**src/rtl/spr_pkg.sv**
```systemverilog
// rtl/spr_pkg.sv - shared types, field positions and helpers for the sprite fetch engine
package spr_pkg;

    localparam int NUM_SLOTS   = 8;
    localparam int OAM_SPRITES = 64;
    localparam logic [7:0] UNUSED_XPOS = 8'hFF;

    // Bit positions inside the packed render word
    localparam int PLANE_LO = 0;
    localparam int PLANE_HI = 8;
    localparam int XPOS     = 16;
    localparam int PAL      = 24;
    localparam int PRIO     = 29;
    localparam int HFLIP    = 30;

    typedef enum logic [3:0] {
        S_IDLE,
        S_EVAL_Y,
        S_EVAL_CHK,
        S_COPY_T,
        S_COPY_A,
        S_COPY_X,
        S_FETCH_LO,
        S_FETCH_HI,
        S_LOAD,
        S_DONE
    } state_e;

    // One selected sprite: row is the line offset inside the sprite (4 bits covers 8x16)
    typedef struct packed {
        logic [3:0] row;
        logic [7:0] tile;
        logic [7:0] attr;
        logic [7:0] x;
    } sec_entry_t;

    localparam int SEC_W = $bits(sec_entry_t);

    // Build the render word; vflip (attr[7]) is consumed during fetch and never packed
    function automatic logic [31:0] pack_rend(input logic [7:0] lo, input logic [7:0] hi,
                                              input logic [7:0] x, input logic [7:0] attr);
        logic [31:0] w;
        w = '0;
        w[PLANE_LO +: 8] = lo;
        w[PLANE_HI +: 8] = hi;
        w[XPOS +: 8]     = x;
        w[PAL +: 2]      = attr[1:0];
        w[PRIO]          = attr[5];
        w[HFLIP]         = attr[6];
        return w;
    endfunction

endpackage

```
**src/rtl/spr_sec_oam.sv**
```systemverilog
// rtl/spr_sec_oam.sv - 8-entry secondary sprite store with clear, write-at-count and indexed read
module spr_sec_oam
    import spr_pkg::*;
(
    input  logic             clk,
    input  logic             rst_n,
    input  logic             clr,
    input  logic             wr_en,
    input  logic [2:0]       wr_idx,
    input  logic [SEC_W-1:0] wr_data,
    input  logic [2:0]       rd_idx,
    output logic [SEC_W-1:0] rd_data
);

    sec_entry_t mem_q [NUM_SLOTS];

    // Entry storage: cleared on reset and at every new line, written at the current count
    always_ff @(posedge clk or negedge rst_n) begin
        if (!rst_n) begin
            for (int i = 0; i < NUM_SLOTS; i++) mem_q[i] <= '0;
        end else if (clr) begin
            for (int i = 0; i < NUM_SLOTS; i++) mem_q[i] <= '0;
        end else if (wr_en) begin
            mem_q[wr_idx] <= sec_entry_t'(wr_data);
        end
    end

    assign rd_data = mem_q[rd_idx];

endmodule

```
**src/rtl/spr_fetch.sv**
```systemverilog
// rtl/spr_fetch.sv - per-scanline sprite evaluation and pattern fetch engine (8x16 mode under SPR_8X16_EN)
module spr_fetch
    import spr_pkg::*;
(
    input  logic                 clk,
    input  logic                 rst_n,
    input  logic                 line_start,
    input  logic [7:0]           scanline,
    input  logic                 pt_sel,
`ifdef SPR_8X16_EN
    input  logic                 spr_tall,
`endif
    output logic [7:0]           oam_addr,
    input  logic [7:0]           oam_data,
    output logic [12:0]          pat_addr,
    input  logic [7:0]           pat_data,
    output logic [31:0]          rend_buf,
    output logic [NUM_SLOTS-1:0] rend_now,
    output logic [3:0]           spr_count,
    output logic                 overflow,
    output logic                 busy,
    output logic                 done
);

    state_e     state_q, state_d;
    logic       ph_q, ph_d;            // 0 = address issue cycle, 1 = data capture cycle
    logic [5:0] idx_q, idx_d;          // OAM sprite under evaluation
    logic [2:0] slot_q, slot_d;        // render slot being fetched/loaded
    logic [1:0] ld_q, ld_d;            // LOAD sub-cycle: 0 pack, 1 word visible, 2 strobe
    logic [3:0] count_q;
    logic       ovf_q;
    logic [7:0] scan_q;
    logic [3:0] row_q;
    logic [7:0] tile_q, attr_q, lo_q, hi_q;
    logic [31:0] rend_q;

    logic        tall;
`ifdef SPR_8X16_EN
    assign tall = spr_tall;
`else
    assign tall = 1'b0;
`endif

    logic [8:0] row_calc;
    logic       hit;
    logic       slot_full;
    logic [2:0] slot_nxt;
    logic [SEC_W-1:0] rd_raw;
    sec_entry_t rd_ent;
    logic [3:0] r_lim, r;
    logic [12:0] pat_base;

    // A borrow in the 9-bit subtraction lands above the limit, so sprites below the line miss
    assign row_calc  = {1'b0, scan_q} - {1'b0, oam_data};
    assign hit       = row_calc < (tall ? 9'd16 : 9'd8);
    assign slot_full = {1'b0, slot_q} < count_q;
    assign slot_nxt  = slot_q + 3'd1;
    assign rd_ent    = sec_entry_t'(rd_raw);
    assign r_lim     = tall ? 4'd15 : 4'd7;
    assign r         = rd_ent.attr[7] ? (r_lim - rd_ent.row) : rd_ent.row;
    assign pat_base  = tall ? {rd_ent.tile[0], rd_ent.tile[7:1], r[3], 1'b0, r[2:0]}
                            : {pt_sel, rd_ent.tile, 1'b0, r[2:0]};

    spr_sec_oam u_sec (
        .clk     (clk),
        .rst_n   (rst_n),
        .clr     (line_start),
        .wr_en   (state_q == S_COPY_X && ph_q && !line_start),
        .wr_idx  (count_q[2:0]),
        .wr_data ({row_q, tile_q, attr_q, oam_data}),
        .rd_idx  (slot_q),
        .rd_data (rd_raw)
    );

    // State register
    always_ff @(posedge clk or negedge rst_n) begin
        if (!rst_n) begin
            state_q <= S_IDLE;
            ph_q    <= 1'b0;
            idx_q   <= '0;
            slot_q  <= '0;
            ld_q    <= '0;
        end else begin
            state_q <= state_d;
            ph_q    <= ph_d;
            idx_q   <= idx_d;
            slot_q  <= slot_d;
            ld_q    <= ld_d;
        end
    end

    // Next-state logic; line_start always restarts evaluation, even mid-pass or on done
    always_comb begin
        state_d = state_q;
        ph_d    = ph_q;
        idx_d   = idx_q;
        slot_d  = slot_q;
        ld_d    = ld_q;
        if (line_start) begin
            state_d = S_EVAL_Y;
            ph_d    = 1'b0;
            idx_d   = '0;
            slot_d  = '0;
            ld_d    = '0;
        end else begin
            case (state_q)
                S_EVAL_Y: state_d = S_EVAL_CHK;
                S_EVAL_CHK: begin
                    if (hit && count_q == 4'd8) begin
                        state_d = S_FETCH_LO;
                    end else if (hit) begin
                        state_d = S_COPY_T;
                    end else if (idx_q == 6'd63) begin
                        state_d = (count_q != 4'd0) ? S_FETCH_LO : S_LOAD;
                    end else begin
                        idx_d   = idx_q + 6'd1;
                        state_d = S_EVAL_Y;
                    end
                end
                S_COPY_T: begin
                    ph_d = ~ph_q;
                    if (ph_q) state_d = S_COPY_A;
                end
                S_COPY_A: begin
                    ph_d = ~ph_q;
                    if (ph_q) state_d = S_COPY_X;
                end
                S_COPY_X: begin
                    ph_d = ~ph_q;
                    if (ph_q) begin
                        if (idx_q == 6'd63) begin
                            state_d = S_FETCH_LO;
                        end else begin
                            idx_d   = idx_q + 6'd1;
                            state_d = S_EVAL_Y;
                        end
                    end
                end
                S_FETCH_LO: begin
                    ph_d = ~ph_q;
                    if (ph_q) state_d = S_FETCH_HI;
                end
                S_FETCH_HI: begin
                    ph_d = ~ph_q;
                    if (ph_q) state_d = S_LOAD;
                end
                S_LOAD: begin
                    ld_d = ld_q + 2'd1;
                    if (ld_q == 2'd2) begin
                        ld_d = 2'd0;
                        if (slot_q == 3'd7) begin
                            state_d = S_DONE;
                        end else begin
                            slot_d  = slot_nxt;
                            state_d = ({1'b0, slot_nxt} < count_q) ? S_FETCH_LO : S_LOAD;
                        end
                    end
                end
                S_DONE:  state_d = S_IDLE;
                default: state_d = S_IDLE;
            endcase
        end
    end

    // Datapath: captured OAM fields, planes, count/overflow and the shared render word
    always_ff @(posedge clk or negedge rst_n) begin
        if (!rst_n) begin
            count_q <= '0;
            ovf_q   <= 1'b0;
            scan_q  <= '0;
            row_q   <= '0;
            tile_q  <= '0;
            attr_q  <= '0;
            lo_q    <= '0;
            hi_q    <= '0;
            rend_q  <= '0;
        end else if (line_start) begin
            count_q <= '0;
            ovf_q   <= 1'b0;
            scan_q  <= scanline;
        end else begin
            case (state_q)
                S_EVAL_CHK: begin
                    row_q <= row_calc[3:0];
                    if (hit && count_q == 4'd8) ovf_q <= 1'b1;
                end
                S_COPY_T:   if (ph_q) tile_q <= oam_data;
                S_COPY_A:   if (ph_q) attr_q <= oam_data;
                S_COPY_X:   if (ph_q) count_q <= count_q + 4'd1;
                S_FETCH_LO: if (ph_q) lo_q <= pat_data;
                S_FETCH_HI: if (ph_q) hi_q <= pat_data;
                S_LOAD: begin
                    if (ld_q == 2'd0)
                        rend_q <= slot_full ? pack_rend(lo_q, hi_q, rd_ent.x, rd_ent.attr)
                                            : pack_rend(8'h00, 8'h00, UNUSED_XPOS, 8'h00);
                end
                default: ;
            endcase
        end
    end

    // Outputs decoded from state so reset clears them without waiting for a clock
    always_comb begin
        oam_addr = 8'h00;
        pat_addr = 13'h0000;
        rend_now = '0;
        busy     = 1'b1;
        done     = 1'b0;
        case (state_q)
            S_IDLE:               busy = 1'b0;
            S_EVAL_Y, S_EVAL_CHK: oam_addr = {idx_q, 2'd0};
            S_COPY_T:             oam_addr = {idx_q, 2'd1};
            S_COPY_A:             oam_addr = {idx_q, 2'd2};
            S_COPY_X:             oam_addr = {idx_q, 2'd3};
            S_FETCH_LO:           pat_addr = pat_base;
            S_FETCH_HI:           pat_addr = pat_base | 13'h0008;
            S_LOAD:               if (ld_q == 2'd2) rend_now = NUM_SLOTS'(1) << slot_q;
            S_DONE: begin
                busy = 1'b0;
                done = 1'b1;
            end
            default: ;
        endcase
    end

    assign rend_buf  = rend_q;
    assign spr_count = count_q;
    assign overflow  = ovf_q;

endmodule

```
**config.mk**
```make
export PLATFORM = sky130hd
export DESIGN_NAME = spr_fetch
export DESIGN_NICKNAME = d
export VERILOG_FILES = /design/src/rtl/spr_pkg.sv /design/src/rtl/spr_sec_oam.sv /design/src/rtl/spr_fetch.sv
export SDC_FILE = /design/constraint.sdc
export NUM_CORES = 1
export LEC_CHECK = 0
export CORE_MARGIN = 5
export CORE_UTILIZATION = 54
export DETAILED_ROUTE_END_ITERATION = 16
export PLACE_DENSITY = 0.75
export SLEW_MARGIN = 20
export SYNTH_ARGS = -nofsm -noshare
export SYNTH_HDL_FRONTEND = slang
export SYNTH_SLANG_ARGS = --single-unit
```
**constraint.sdc**
```tcl
create_clock -name clk -period 2.75 [get_ports clk]
set_input_delay 0.4125 -clock clk [delete_from_list [all_inputs] [get_ports clk]]
set_output_delay 0.4125 -clock clk [all_outputs]
set_load 0.01 [all_outputs]
```
==> summary.md, run 1 <==
| Metric | Value |
|---|---|
| Status | complete, but fails checks |
| Failing checks | setup timing |
| Setup CP Type | flop to output pin |
| Rel. slew slack | about a quarter |
| Hold_ws | 0.1954 ns |
| Critical path capture point type | output pin |
| Number of max-cap violations | 0 |
| Layout cells sized above 1 | 17.24% |
| DP Worst Slack | -0.2374 ns |
| Synth Flop Type | dfrtp_1 |
| Total GRT Usage | between 20% and 30% |
| Initial Utilization | 54.83% |
| Gr busiest metal | met2 |
| WL per Instance | 21.13 um |
| Die area | 0.02879 mm2 |
| Max rail drop VDD | 0.0004297 V |
| Worst EP arrival | 2.40 ns |
| Worst-Margin Slew | approximately 1.1 ns |
| Area delta synth->final | 18.75% |
| H-Tree Depth | 1 |
| Critical path buffers and inverters | 4 |
| Highest-count cells in the layout ignoring fill and taps | nand2_1, dfrtp_1, a21oi_1 |
| Synthesized area per cell | 9.675 um2 |
| Global Route met1 Usage | 36.56% |
| LEAKAGE | ~6.9 nW |
| Slowest stage delay, CP | 0.49 ns |
| Post-DP HPWL | 22970 um |
| Final Util | 65.11% |
| Crit-path cells | buf_12 -> buf_4 -> mux4_2 -> mux2i_1 -> buf_4 -> xnor2_1 -> nor2_1 -> buf_2 |
| Fin. Hold Viols | 0 |
| Register area | about 0.007 mm2 |
| Via Count | 11340 |
| Nets | 1568 |
| Clk pin slew, worst setup/hold paths | 0.06 ns |
| Fin crit share | 102.4% |
| Clk_lat worst skew | 0.55 ns |
| WP data required | approximately 2.3 ns |
| Sequential area share after synthesis | 51.07% |
| GR Layer Usage met2 | between 40 and 50% |
| EDFF count, synth | 0 |
| Fmax | between 300 and 400 MHz |
| PortBufs | 91 |
| Max FO, Critical Path | 10 |
| Largest net degree at the start of global routing | around 160 |
| Clk_skew | 0.01547 ns |
| Core area | ~0.025 mm2 |
| Grt met3 use | 5.078% |
| GRT Residual Overflow | 0 |
| Cells after Synth | 1423 |
| Initial antenna violation count | 0 |
| Clock Sinks | 281 |
| Initial DRT Pass Iterations | 5 |
| Num CTS Buffers | 29 |
| Multi-input gate area | 0.006240 mm2 |
| Fin cells | between 1500 and 2000 |
| Slowest library cell on the worst path | dfrtp_4 |
| Final worst slack | -0.06695 ns |
| Crit start category | flop |
| Worst path most repeated cell | buf_4 |
| Post-Place Cells | 1799 |
| Cell variety after synth | 65 |
| Commonest non-fill, non-tap cell in the layout | nand2_1 |
| ANT nets after route | 0 |
| I/O pins | 96 |
| Cell Pwr Density | approximately 550 mW/mm2 |
| Filler cells | 1992 |
| Asr flop ratio synth | between 90% and 100% |
| Pins Over Slew Limit | 0 |
| Final Wtd Congestion | 0.8869 |
| Worst hold path type | primary input to flop |
| CP delay by family, top | buffers and inverters |
| Row cnt | 58 |
| Die Y | 169.7 um |
| First-pass GRT wire length | 61630 um |
| CTS root buf | clkbuf_16 |
| Chip Width | ~170 um |
| Final setup violation count | 5 |
| Cell Area, Synth | 0.01377 mm2 |
| Tmin final | 2.817 ns |
| Ant diodes | 0 |
| Routed WL | about 39000 um |
| Drt via density | 6.073 |
| CTS tree | yes |
| Clk buf depth | 3 |
| YS warnings | 0 |
| Synth Register Bits | about 280 |
| Vias in the first global route | 11190 |
| Initial drt markers | 1308 |
| DRC errors left | 0 |
| Unrepaired setup endpoints after global routing | yes |
path summary, 6_finish.rpt:
check / cells past startpoint / startpoint / slack (ns) / endpoint
max in group asynchronous: 3 / rst_n / 1.61 / u_sec.mem_q[2]
hold reg to reg: 1 / hi_q[7] / 0.49 / rend_buf[15]
min in group asynchronous: 2 / rst_n / 0.42 / rend_buf[2]
setup / recovery: 8 / slot_q[0] / -0.07 / pat_addr[1]
hold / removal: 2 / line_start / 0.20 / overflow
setup reg to reg: 10 / slot_q[0] / 0.09 / state_q[2]
Yosys cell counts (2+ instances only):
cell type	number	share of area [%]
and2_1	11	0.50
nand2b_1	5	0.23
a211o_1	2	0.13
ha_1	21	1.9
xnor2_1	9	0.57
a21oi_1	218	7.9
mux4_2	48	7.9
nor3_1	7	0.25
a31oi_1	10	0.45
a21o_1	4	0.22
nand3_1	13	0.47
buf_2	31	1.1
o21ai_1	4	0.15
a211oi_1	3	0.16
or3_1	6	0.27
buf_4	15	0.82
dfrtp_1	281	51
clkbuf_1	67	1.8
nor3_4	4	0.47
nor2b_1	7	0.32
a22o_1	20	1.3
o21ai_0	14	0.51
o21a_1	3	0.16
nor2_2	2	0.091
nand4_1	4	0.18
inv_2	2	0.055
buf_1	4	0.11
and3_1	10	0.45
nor4_2	3	0.27
o22ai_1	2	0.091
mux2_2	32	2.6
inv_1	18	0.49
mux2i_1	8	0.58
nand2_1	453	12
xor2_1	4	0.25
nor2_1	45	1.2
nor3b_1	4	0.22
buf_6	2	0.16
routing by layer:
| metal | wire (um) | share of wire, % |
|---|---|---|
| met5 | 0 | 0 |
| met4 | 1319 | 3.3 |
| met3 | 3532 | 9.0 |
| met2 | 19100 | 48 |
| met1 | 15490 | 39 |
cells by family after synthesis:
logic type	share of synthesized area [%]
XOR/XNOR	0.8270
AO/OA/AOI/OAI	12.10
other	0.02724
flip-flops	51.07
AND/OR/NAND/NOR	18.25
buffers and inverters	4.616
adder cells (fa/ha/maj)	2.054
multiplexers	11.05
report_power, final:
part | switching, W | total (W) | internal [W]
registers | 0.000238 | 0.00448 | 0.00424
clock network | 0.00161 | 0.00368 | 0.00207
logic | 0.000469 | 0.000834 | 0.000365
stage by stage:
stage / total power, W / setup TNS, ns / area, um2
global placement: 0.005319 / -1.411 / 15220
CTS: 0.008996 / -0.2884 / 16240
global route: 0.009324 / -0.7798 / 16350
floorplan: 0.004967 / 0 / 13790
finish: 0.008993 / -0.2496 / 16350
detailed placement: 0.005334 / -1.890 / 15220
area by class of cell:
class,instances,area share (%)
Sequential cell,281,43.05
Multi-Input combinational cell,1005,38.16
Timing Repair Buffer,180,10.43
Clock buffer,43,5.066
Tap cell,330,2.525
Inverter,21,0.4821
Clock inverter,7,0.2832
registers in the layout, summed over array words and instances (netlist names):
signal	cells
attr_q	5
row_q	3
idx_q	6
ld_q	2
lo_q	8
rend_buf	28
u_sec.mem_q	192
ph_q	1
state_q	4
overflow	1
scan_q	8
hi_q	8
spr_count	4
slot_q	3
tile_q	8
timing repair:
item / CTS / global route
hold endpoints to repair: 59 / 0
hold buffers: 1 / 0
resized for setup: 49 / 24
pin swaps: 6 / 6
setup endpoints to repair: 25 / 21
buffers inserted: 10 / 5
cloned: 1 / 1
Power figures use the tool's default switching activity.
==> inputs of run 2 (changes only) <==
--- a/config.mk
+++ b/config.mk
@@ -5,6 +5,7 @@
 export SDC_FILE = /design/constraint.sdc
 export NUM_CORES = 1
 export LEC_CHECK = 0
+export CAP_MARGIN = 10
 export CORE_MARGIN = 5
 export CORE_UTILIZATION = 54
 export DETAILED_ROUTE_END_ITERATION = 16
==> results of run 2 <==
Final layout, timing and power as in run 1 (identical DEF).
